`config.mk`:
```
export PLATFORM = sky130hd
export DESIGN_NAME = clk_en_sched
export DESIGN_NICKNAME = d
export VERILOG_FILES = /design/src/rtl/clk_en_sched_pkg.sv /design/src/rtl/clk_en_sched_ch.sv /design/src/rtl/clk_en_sched.sv
export SDC_FILE = /design/constraint.sdc
export NUM_CORES = 1
export LEC_CHECK = 0
export BUFFER_PORTS_ARGS = -buffer_cell sky130_fd_sc_hd__buf_2
export CORE_MARGIN = 5
export CORE_UTILIZATION = 64
export DETAILED_ROUTE_END_ITERATION = 7
export HOLD_SLACK_MARGIN = 0.05
export MAX_ROUTING_LAYER = met4
export PLACE_DENSITY = 0.95
export SLEW_MARGIN = 20
export SYNTH_ARGS = -nofsm -noshare
export SYNTH_HDL_FRONTEND = slang
export SYNTH_HIERARCHICAL = 1
export SYNTH_SLANG_ARGS = --single-unit
```
`constraint.sdc`:
```
create_clock -name clk -period 6.75 [get_ports clk]
set_input_delay 0.675 -clock clk [delete_from_list [all_inputs] [get_ports clk]]
set_output_delay 0.675 -clock clk [all_outputs]
set_load 0.05 [all_outputs]
```
`src/rtl/clk_en_sched_pkg.sv`:
```
// clk_en_sched_pkg: shared state encoding and index-width helper for the clock-enable scheduler.
package clk_en_sched_pkg;

   typedef enum logic [1:0] {IDLE, RUN, STOP} state_e;

   function automatic int idx_w(input int n);
      return (n > 1) ? $clog2(n) : 1;
   endfunction

endpackage

```
`src/rtl/clk_en_sched_ch.sv`:
```
// clk_en_sched_ch: one enable channel with shadow/active divider and period counter.
// Mid-period strobe is built only when CLK_EN_SCHED_HALF_EN is defined.
module clk_en_sched_ch #(
   parameter int DIV_W = 8
) (
   input  logic             clk,
   input  logic             rst,
   input  logic             run,
   input  logic             we,
   input  logic [DIV_W-1:0] div,
   output logic             en,
   output logic             half
);

   logic [DIV_W-1:0] cnt, div_sh, div_act;

   assign en = run && (cnt == div_act);

`ifdef CLK_EN_SCHED_HALF_EN
   logic [DIV_W:0] per;
   assign per  = {1'b0, div_act} + (DIV_W+1)'(1);
   assign half = run && (div_act != '0) && ({1'b0, cnt} == (per >> 1));
`else
   assign half = 1'b0;
`endif

   // Outside RUN writes apply at once; inside RUN the new period starts after the next strobe.
   always_ff @(posedge clk) begin
      if (rst) begin
         cnt     <= '0;
         div_sh  <= '0;
         div_act <= '0;
      end else begin
         if (we) div_sh <= div;
         cnt <= (run && !en) ? cnt + DIV_W'(1) : '0;
         if (!run && we) div_act <= div;
         else if (en) div_act <= div_sh;
      end
   end

endmodule

```
`src/rtl/clk_en_sched.sv`:
```
// clk_en_sched: run controller and NUM_CH clock-enable channels sharing one clk.
// Define CLK_EN_SCHED_HALF_EN to enable the per-channel mid-period half_o strobe.
module clk_en_sched
   import clk_en_sched_pkg::*;
#(
   parameter int NUM_CH = 4,
   parameter int DIV_W  = 8,
   parameter int CYC_W  = 32
) (
   input  logic                      clk,
   input  logic                      rst,
   input  logic                      start_i,
   input  logic                      stop_i,
   input  logic [CYC_W-1:0]          budget_i,
   input  logic                      cfg_we_i,
   input  logic [idx_w(NUM_CH)-1:0]  cfg_idx_i,
   input  logic [DIV_W-1:0]          cfg_div_i,
   output logic [NUM_CH-1:0]         en_o,
   output logic [NUM_CH-1:0]         half_o,
   output logic                      busy_o,
   output logic                      done_o,
   output logic [CYC_W-1:0]          cyc_o
);

   localparam int IW = idx_w(NUM_CH);

   state_e           state;
   logic [CYC_W-1:0] cyc, budget;
   logic             run, last;

   assign run  = (state == RUN);
   assign last = stop_i || ((budget != '0) && (cyc == budget - CYC_W'(1)));

   always_ff @(posedge clk) begin
      if (rst) begin
         state  <= IDLE;
         cyc    <= '0;
         budget <= '0;
      end else if (state == IDLE && start_i) begin
         state  <= RUN;
         cyc    <= '0;
         budget <= budget_i;
      end else if (run) begin
         cyc <= cyc + CYC_W'(1);
         if (last) state <= STOP;
      end else if (state == STOP) begin
         state <= IDLE;
      end
   end

   assign busy_o = (state != IDLE);
   assign done_o = (state == STOP);
   assign cyc_o  = cyc;

   for (genvar c = 0; c < NUM_CH; c++) begin : g_ch
      clk_en_sched_ch #(.DIV_W(DIV_W)) u_ch (
         .clk  (clk),
         .rst  (rst),
         .run  (run),
         .we   (cfg_we_i && (cfg_idx_i == IW'(c))),
         .div  (cfg_div_i),
         .en   (en_o[c]),
         .half (half_o[c])
      );
   end

endmodule
```
# Yosys cells after proc, flatten, opt, wreduce, memory -nomap -nowiden
# Index checks and enable logic that the tools add are counted.
[word_totals]
ff_bits = 162
out_inout_bits = 42
wordCells = 91
[classes]
add_sub_neg = 6
n_eq_ne = 12
n_mux = 12
n_bitwise = 4
n_reduce_logical = 41
[ops]
columns = ["op", "n"]
rows = [
  ["$mux W8", 8],
  ["$add A32 B1 Y32 const B", 1],
  ["$add A8 B1 Y8 const B", 4],
  ["$eq A32 B32 Y1", 1],
  ["$eq A8 B8 Y1", 4],
  ["$reduce_bool A32 Y1", 1],
  ["$sub A32 B1 Y32 const B", 1],
  ["$logic_and A1 B1 Y1", 18],
  ["$reduce_bool A2 Y1", 6],
  ["$reduce_or A2 Y1", 5],
  ["$eq A2 B2 Y1 const B", 3],
  ["$mux W2", 3],
  ["$logic_not A1 Y1", 5],
  ["$eq A2 B1 Y1 const B", 2],
  ["$logic_not A2 Y1", 2],
  ["$not A1 Y1", 4],
  ["$reduce_and A2 Y1", 2],
  ["$ne A3 B3 Y1 const B", 1],
  ["$reduce_bool A3 Y1", 1],
  ["$ne A2 B2 Y1 const B", 1],
  ["$logic_or A1 B1 Y1", 1],
  ["$mux W1", 1],
]

# Depth between registers and ports, before layout
# Gate-level depths: netlist of the first run.
[logic_depth]
ltp_word = 7
ltp_mapped = 12
ltp_nobuf = 10

# Cells and area by module
# The synthesis of the first run kept the hierarchy.
[modules_own_cells]
columns = ["module", "instances", "cells_each", "area_per_inst_um2", "seq_area_each_um2"]
rows = [
  ["clk_en_sched_ch", 4, 120, 1187.4, 480.5],
  ["clk_en_sched", 1, 498, 3834.9, 1321.3],
]

# Least setup slack after synthesis of the first run
# Ideal clock, no wire load.
[synth_path]
path_kind = "reg2reg"
start = "reg budget[16]"
end = "reg state[0]"
arrival_time_ns = 2.785
required_time_ns = 6.623
setup_slack_ns = 3.838
path_stages_with_launch = 10
path_buffers = 1
synth_period_minus_slack_ns = 2.912
path_cell_list = "dfxtp_1 buf_6 or4_4 or4_4 or4_1 a211oi_1 o2111ai_1 nor4_1 a41o_1 o31ai_1"
[synth_between]
elab_chain_cells = 6
[synth_lines]
columns = ["element", "line_no", "rtl"]
rows = [
  ["start, declared", "clk_en_sched.sv:28", "logic [CYC_W-1:0] cyc, budget;"],
  ["start signal, assigned", "clk_en_sched.sv:42", "budget <= budget_i;"],
  ["$sub A32 B1 Y32", "clk_en_sched.sv:32", "assign last = stop_i || ((budget != '0) && (cyc == budget - CYC_W'(1)));"],
  ["$eq A32 B32 Y1", "clk_en_sched.sv:32", ""],
  ["$logic_and A1 B1 Y1 (*)", "clk_en_sched.sv:32", ""],
  ["$logic_or A1 B1 Y1 (*)", "clk_en_sched.sv:32", ""],
  ["$ne A3 B3 Y1 (no line) (*)", "-", ""],
  ["$reduce_and A2 Y1 (no line) (*)", "-", ""],
  ["end signal, assigned", "clk_en_sched.sv:36", "state <= IDLE;"],
  ["end signal, assigned", "clk_en_sched.sv:40", "state <= RUN;"],
  ["end signal, assigned", "clk_en_sched.sv:45", "if (last) state <= STOP;"],
  ["end, declared", "clk_en_sched.sv:27", "state_e state;"],
]
# Every way passes the cells marked *; elsewhere a longest branch is shown, timed or not.
# A chain may end at the register's enable or synchronous reset.

# Worst setup path after layout of the first run
[layout_path]
start = "reg budget[2]"
end = "reg state[0]"
# The elaborated chain is that of the path after synthesis.

==> results of run 1 <==
metal layers:
metal / up-vias / GRT usage (%) / routed length (um)
li1: 3635 / - / -
met2: 367 / 47.5 / 11100
met4: 0 / 10.6 / 754
met3: 73 / 6.01 / 1730
met5: - / - / 0
met1: 3704 / 32.5 / 8500
stage by stage:
stage / cells / power, mW / area, um^2
after floorplan: 978 / 1.40 / 8580
after global placement: 1182 / 1.48 / 8960
after detailed placement: 1182 / 1.50 / 8960
after CTS: 1214 / 2.42 / 9520
after global routing: 1214 / 2.51 / 9520
final: 1214 / 2.43 / 9520
kinds of logic after synthesis:
kind of cell               Yosys count
DFF                                162
muxes                               38
other                                4
buffers and inverters               76
AOI/OAI and AO/OA                  139
adders and majority gates           10
xor gates and xnor gates           122
and+or+nand+nor                    427
state kept, by name, indices dropped and copies added, names as in the netlist:
name,cells
budget,32
cyc_o,32
g_ch.u_ch/cnt,32
g_ch.u_ch/div_act,32
g_ch.u_ch/div_sh,32
state,2
tightest hold or removal path, cell delays in order:
cell	delay, ns
sky130_fd_sc_hd__buf_2	0.09
sky130_fd_sc_hd__nand2_1	0.04
sky130_fd_sc_hd__a21oi_1	0.05
layout by cell type (no fill, tap or decap), drive strengths merged, types with 14 or more instances in the layout:
cell type	instances
a21oi	39
a311oi	32
buf	90
clkbuf	21
dfxtp	162
inv	14
mux2i	37
nand2	91
nand3	35
nand4	55
nor2	120
nor4	43
o31ai	36
xnor2	73
xor2	49
synth_stat cells, types with 16 or more instances:
master                       n  share of area [%]
sky130_fd_sc_hd__nor4_1     42                3.1
sky130_fd_sc_hd__buf_4      16                1.4
sky130_fd_sc_hd__clkbuf_1   36                1.6
sky130_fd_sc_hd__nand2_1    91                4.0
sky130_fd_sc_hd__xnor2_1    53                5.4
sky130_fd_sc_hd__xnor2_2    20                3.8
sky130_fd_sc_hd__nor2_1    116                5.1
sky130_fd_sc_hd__nand4_1    47                3.4
sky130_fd_sc_hd__mux2i_1    37                4.3
sky130_fd_sc_hd__dfxtp_1   162                 38
sky130_fd_sc_hd__xor2_1     49                5.0
sky130_fd_sc_hd__a311oi_1   32                3.3
sky130_fd_sc_hd__o31ai_1    36                3.1
sky130_fd_sc_hd__nand3_1    35                2.0
sky130_fd_sc_hd__a21oi_1    39                2.3
final timing paths:
| path | end | from | slack (ns) |
|---|---|---|---|
| hold reg to reg | g_ch[0].u_ch/div_sh[2] | g_ch[0].u_ch/div_sh[2] | 0.50 |
| setup reg to reg | state[0] | budget[2] | 3.61 |
| setup / recovery | state[0] | budget[2] | 3.61 |
| hold / removal | budget[8] | budget_i[8] | 0.49 |
area by class of cell:
type	count	share of cell area, %
timing repair buffer	90	4.91
multi-input combinational	740	52.3
clock buffer	21	4.73
inverter	14	0.552
sequential	162	34.1
clock inverter	11	1.18
tap	176	2.31
power by group through the flow:
stage	clock (mW)	sequential (mW)	combinational, mW
6_report	0.928	1.04	0.461
5_1_grt	0.978	1.04	0.494
4_1_cts	0.932	1.04	0.450
3_5_place_dp	0	1.06	0.443
3_3_place_gp	0	1.05	0.430
2_1_floorplan	0	1.05	0.358
==> reports/metrics.cfg, run 1 <==
[synthesis]
postSynthCellCount = 978
combinational_family_with_the_most_area_after_synthesis = simple AND/OR/NAND/NOR gates
synth.mux.area_fraction_pct = 4.45
synthXorXnorAreaFrac_pct = 14.2
synth_simple_gate_area_share_pct = 26.4
synthesis.nets = 1035
synth_area_per_cell_um2 = 8.78
dominantRegCellSynth = sky130_fd_sc_hd__dfxtp_1
edff_count_synth = 0
ys_warn_count = 6
synth_area_um2 = 8580
synth.yosys.seq_area_share_pct = 37.8
ys_async_sr_fraction_pct = 0
synth_seq_cells = 162
yosysUniqueCellTypes = 59
synth-adder-area-share_pct = 1.46
synth_compound_area_share_pct = 11.3

[sta]
final.period_utilization_pct = 46.6
tightest_slew_ns = 1.12
fmax_mhz = 318
final.setup_skew_ns = 0.00806
finalHoldViolCount = 0
final_critical_path_setup_slack_ns = 3.61
grt_setup_unrepaired = no
finalHoldWorstSlack_ns = 0.486
fin_tns_setup_ns = 0
fin_crit_ns = 3.14
maxSlewViolCount = 0
setup_viol_count_final = 0
slew_headroom_pct = 25.6

[power_and_ir_drop]
power.density_cell_area_nw_per_um2 = 255
p_leak_nw = 3.40
share_clk_of_total_power_pct = 38.2
netSwitchingPower_mw = 0.738
p_int_mw = 1.69
share_comb_of_total_power_pct = 19.0
switching_share_pct = 30.4
seqPwrFrac_pct = 42.8
irDropWorstVdd_v = 0.000242

[global_routing]
grt_remaining_overflow = 0
grt_first_pass_wirelength_um = 35800
gr_usage_total_pct = 27.9
via_count_of_the_first_global_routing_pass = 7460
antenna_violations_before_repair = 0
grt_start_max_net_pins = 74

[clock_network]
root_buffer = sky130_fd_sc_hd__clkbuf_16
cts_buffer_depth = 2
cts_resized = 0
clock-sinks = 162
clkLatencyLatePin_ns = 0.42
cts_made_buffers = 17
clk_pin_slew_ns = 0.06
cts_tree = done
ctsHtreeMaxLevel = 4
cts_post_setup_buffers_inserted = 0
cts-hold-fix-buffers = 0

[drt]
average_detailed_routed_wire_length_per_instance_um = 18.2
viasPerCell = 6.41
sum_of_routed_wire_length_over_all_layers_um = 22100
detailedRoute.firstPassIterationCount = 7
initialDrtViolationCount = 898
vias = 7779
ant_nets = 0
detail_route.drc_violations = 0

[setup_path]
critPathBufInv = 0
family_of_cells_with_the_greatest_summed_delay_on_the_critical_path = simple AND/OR/NAND/NOR gates
cpPeakStageDelay_ns = 0.67
crit_fanout = 9
cp-start-kind = flop
critPathRequiredTime_ns = 7.09
cp.depth = 8
worstSetupEndpointType = flop
worst_ep_arrival_time_ns = 3.48
cells_on_worst_reg2reg_path = 8
cp_cell_sequence = nor4_4 > nand4_1 > nor4_1 > mux2_1 > mux2i_1 > o21ai_1 > a41o_1 > o31ai_1
timing.setup.critical_path_class = flop to flop
crit_slowest_cell = sky130_fd_sc_hd__nor4_1

[die]
placeableCoreArea_um2 = 13200
std_cell_rows = 42
die_width_um = 126
initial_utilization_pct = 65.1
die-area_um2 = 15800
die_height_um = 126
ioPinCount = 89

[placed_design]
placement.io_buffers = 84
dpl_worst_slack_ns = 3.69
globalplace.congestion = 1.01
post-dp-hpwl_um = 14700

[finish]
multiInputGateArea_um2 = 4980
area.sequential_um2 = 3240
fillers = 948
antenna_diodes = 0
final_core_utilization_pct = 72.2
final_layout_size_suffix_gt1_share_pct = 15.9
area.growth.synth_to_final_pct = 10.9
finish.net_count = 1082

[run_status]
status = completed

[job]
max-cap-violations = 0

[worst_hold_path]
min_path_type = input pin to flop
min_delay_path_depth = 3

(Power assumes the default switching activity.)
==> run 2, diff against run 1 <==
--- a/config.mk
+++ b/config.mk
@@ -7,11 +7,11 @@
 export LEC_CHECK = 0
 export BUFFER_PORTS_ARGS = -buffer_cell sky130_fd_sc_hd__buf_2
 export CORE_MARGIN = 5
-export CORE_UTILIZATION = 64
+export CORE_UTILIZATION = 59
 export DETAILED_ROUTE_END_ITERATION = 7
 export HOLD_SLACK_MARGIN = 0.05
 export MAX_ROUTING_LAYER = met4
-export PLACE_DENSITY = 0.95
+export PLACE_DENSITY = 0.89
 export SLEW_MARGIN = 20
 export SYNTH_ARGS = -nofsm -noshare
 export SYNTH_HDL_FRONTEND = slang
==> constraint.sdc (replaced) <==
create_clock -name clk -period 2.9 [get_ports clk]
set_input_delay 0.29 -clock clk [delete_from_list [all_inputs] [get_ports clk]]
set_output_delay 0.29 -clock clk [all_outputs]
set_load 0.05 [all_outputs]
==> run 2 against run 1 <==
  * Non-clock buffer count up 24
  * Sequential share of layout area down 0.93 points
  * Via count down 2.4%
  * Clock power up 140%
  * Setup slack worse by 3.6 ns
  * Flip-flop and latch count unchanged
  * Die area up 7.8%
  * Hold slack worse by 0.38 ns
  * Largest power group unchanged
==> reports/metrics.cfg, run 2 (same netlist as run 1, synthesis figures left out) <==
[run_status]
status = completed

[global_routing]
grt_first_pass_wirelength_um = 35000
via_count_of_the_first_global_routing_pass = 7346
gr_usage_total_pct = 26.0
grt_start_max_net_pins = 131
antenna_violations_before_repair = 0
grt_remaining_overflow = 0

[drt]
met3WireLength_um = 1290
viasPerCell = 6.10
vias = 7596
average_detailed_routed_wire_length_per_instance_um = 17.2
met2_wirelength_um = 10900
wl_met1_um = 8800
detail_route.drc_violations = 0
initialDrtViolationCount = 606
ant_nets = 0
highest-signal-layer = met4
sum_of_routed_wire_length_over_all_layers_um = 21500
detailedRoute.firstPassIterationCount = 5

[job]
max-cap-violations = 0

[placed_design]
post-dp-hpwl_um = 14600
placement.io_buffers = 84
dp_cells = 1212
globalplace.congestion = 0.946

[clock_network]
ctsHtreeMaxLevel = 4
cts_made_buffers = 17
clk_pin_slew_ns = 0.06
cts-hold-fix-buffers = 0
clock-sinks = 162
cts_tree = done
clkLatencyLatePin_ns = 0.42
cts_buffer_depth = 2
root_buffer = sky130_fd_sc_hd__clkbuf_16

[sta]
finalHoldWorstSlack_ns = 0.106
finalHoldViolCount = 0
slew_headroom_pct = 57.1
final.period_utilization_pct = 98.6
fin_crit_ns = 2.86
maxSlewViolCount = 0
tightest_slew_ns = 0.636
grt_setup_unrepaired = yes
setup_viol_count_final = 0
fmax_mhz = 350
final.setup_skew_ns = 0.00710

[setup_path]
source_of_the_worst_register_to_register_timing_path = budget[14]
cp-start-kind = flop
worst_ep_arrival_time_ns = 3.15
timing.setup.critical_path_class = flop to flop
crit_fanout = 4
rrSetupSlack_ns = 0.04
critPathLaunch = budget[14]
critPathRequiredTime_ns = 3.19
worstSetupEndpointType = flop

[die]
die_width_um = 131
placeableCoreArea_um2 = 14400
initial_utilization_pct = 59.5
std_cell_rows = 44
ioPinCount = 89
die_height_um = 131
die-area_um2 = 17100

[finish]
mostFrequentLayoutCell = sky130_fd_sc_hd__dfxtp_1
area.growth.synth_to_final_pct = 14.1
final_cell_count_no_fill = 1245
final_layout_size_suffix_gt1_share_pct = 18.4
finish.net_count = 1106
most-common-layout-cells = 161 x sky130_fd_sc_hd__dfxtp_1, 115 x sky130_fd_sc_hd__nor2_1, 91 x sky130_fd_sc_hd__nand2_1

[worst_hold_path]
min_path_type = input pin to flop
hold_path_startpoint = budget_i[9]

[power_and_ir_drop]
power.density_cell_area_nw_per_um2 = 587
p_leak_nw = 3.55
fin_total_pwr_mw = 5.75
irDropWorstVdd_v = 0.000504

==> run 2: worst max-delay path, stage by stage, from the launching register on <==
cell and delay, ns:
sky130_fd_sc_hd__dfxtp_2 0.32, sky130_fd_sc_hd__or4_4 0.55, sky130_fd_sc_hd__or4_4 0.53, sky130_fd_sc_hd__or4_4 0.49, sky130_fd_sc_hd__a211oi_2 0.24, sky130_fd_sc_hd__o2111ai_2 0.12
sky130_fd_sc_hd__nor4_1 0.19, sky130_fd_sc_hd__a41o_1 0.22, sky130_fd_sc_hd__o31ai_1 0.07
==> run 2: final cells by class <==
| type | instances | area, um^2 |
|---|---|---|
| antenna | 1 | 2.50 |
| fill | 1123 | 4630 |
| multi-input combinational | 740 | 5010 |
| timing repair buffer | 114 | 673 |
| clock buffer | 25 | 505 |
| sequential | 162 | 3240 |
| inverter | 14 | 52.6 |
| tap | 184 | 230 |
| clock inverter | 5 | 75.1 |
==> run 2: through the flow <==
stage | TNS (ns) | utilization, % | cell area (um^2) | worst slack (ns)
CTS | 0 | 67.5 | 9740 | 0.0351
floorplan | 0 | - | 8580 | 0.0911
global placement | 0 | 63.5 | 9160 | 0.0511
global route | -0.133 | 67.9 | 9790 | -0.0820
detailed placement | 0 | 63.5 | 9160 | 0.0448
finish | 0 | 67.9 | 9800 | 0.0393
==> run 2: path summary, 6_finish.rpt <==
kind | depth (start not counted) | to
worst max-delay path | 8 | state[0]
worst min-delay path | 3 | budget[9]
worst max register to register | 8 | state[0]
worst min register to register | 2 | g_ch[1].u_ch/div_act[0]
==> run 2: routing by layer <==
metal  up-vias  global-route usage, %
li1       3676                      -
met1      3615                   30.7
met2       253                   45.0
met3        52                   5.28
met4         0                   7.56
met5         -                      -
==> run 2: power by group <==
group	switching (mW)	internal, mW	total [mW]
clock	0.842	1.37	2.21
combinational	0.753	0.387	1.14
sequential	0.0892	2.31	2.40
total	1.68	4.07	5.75
==> run 2: what timing repair did <==
item	CTS	global route
endpoints found under the setup margin	0	5
setup buffers	0	2
resized for setup	0	8
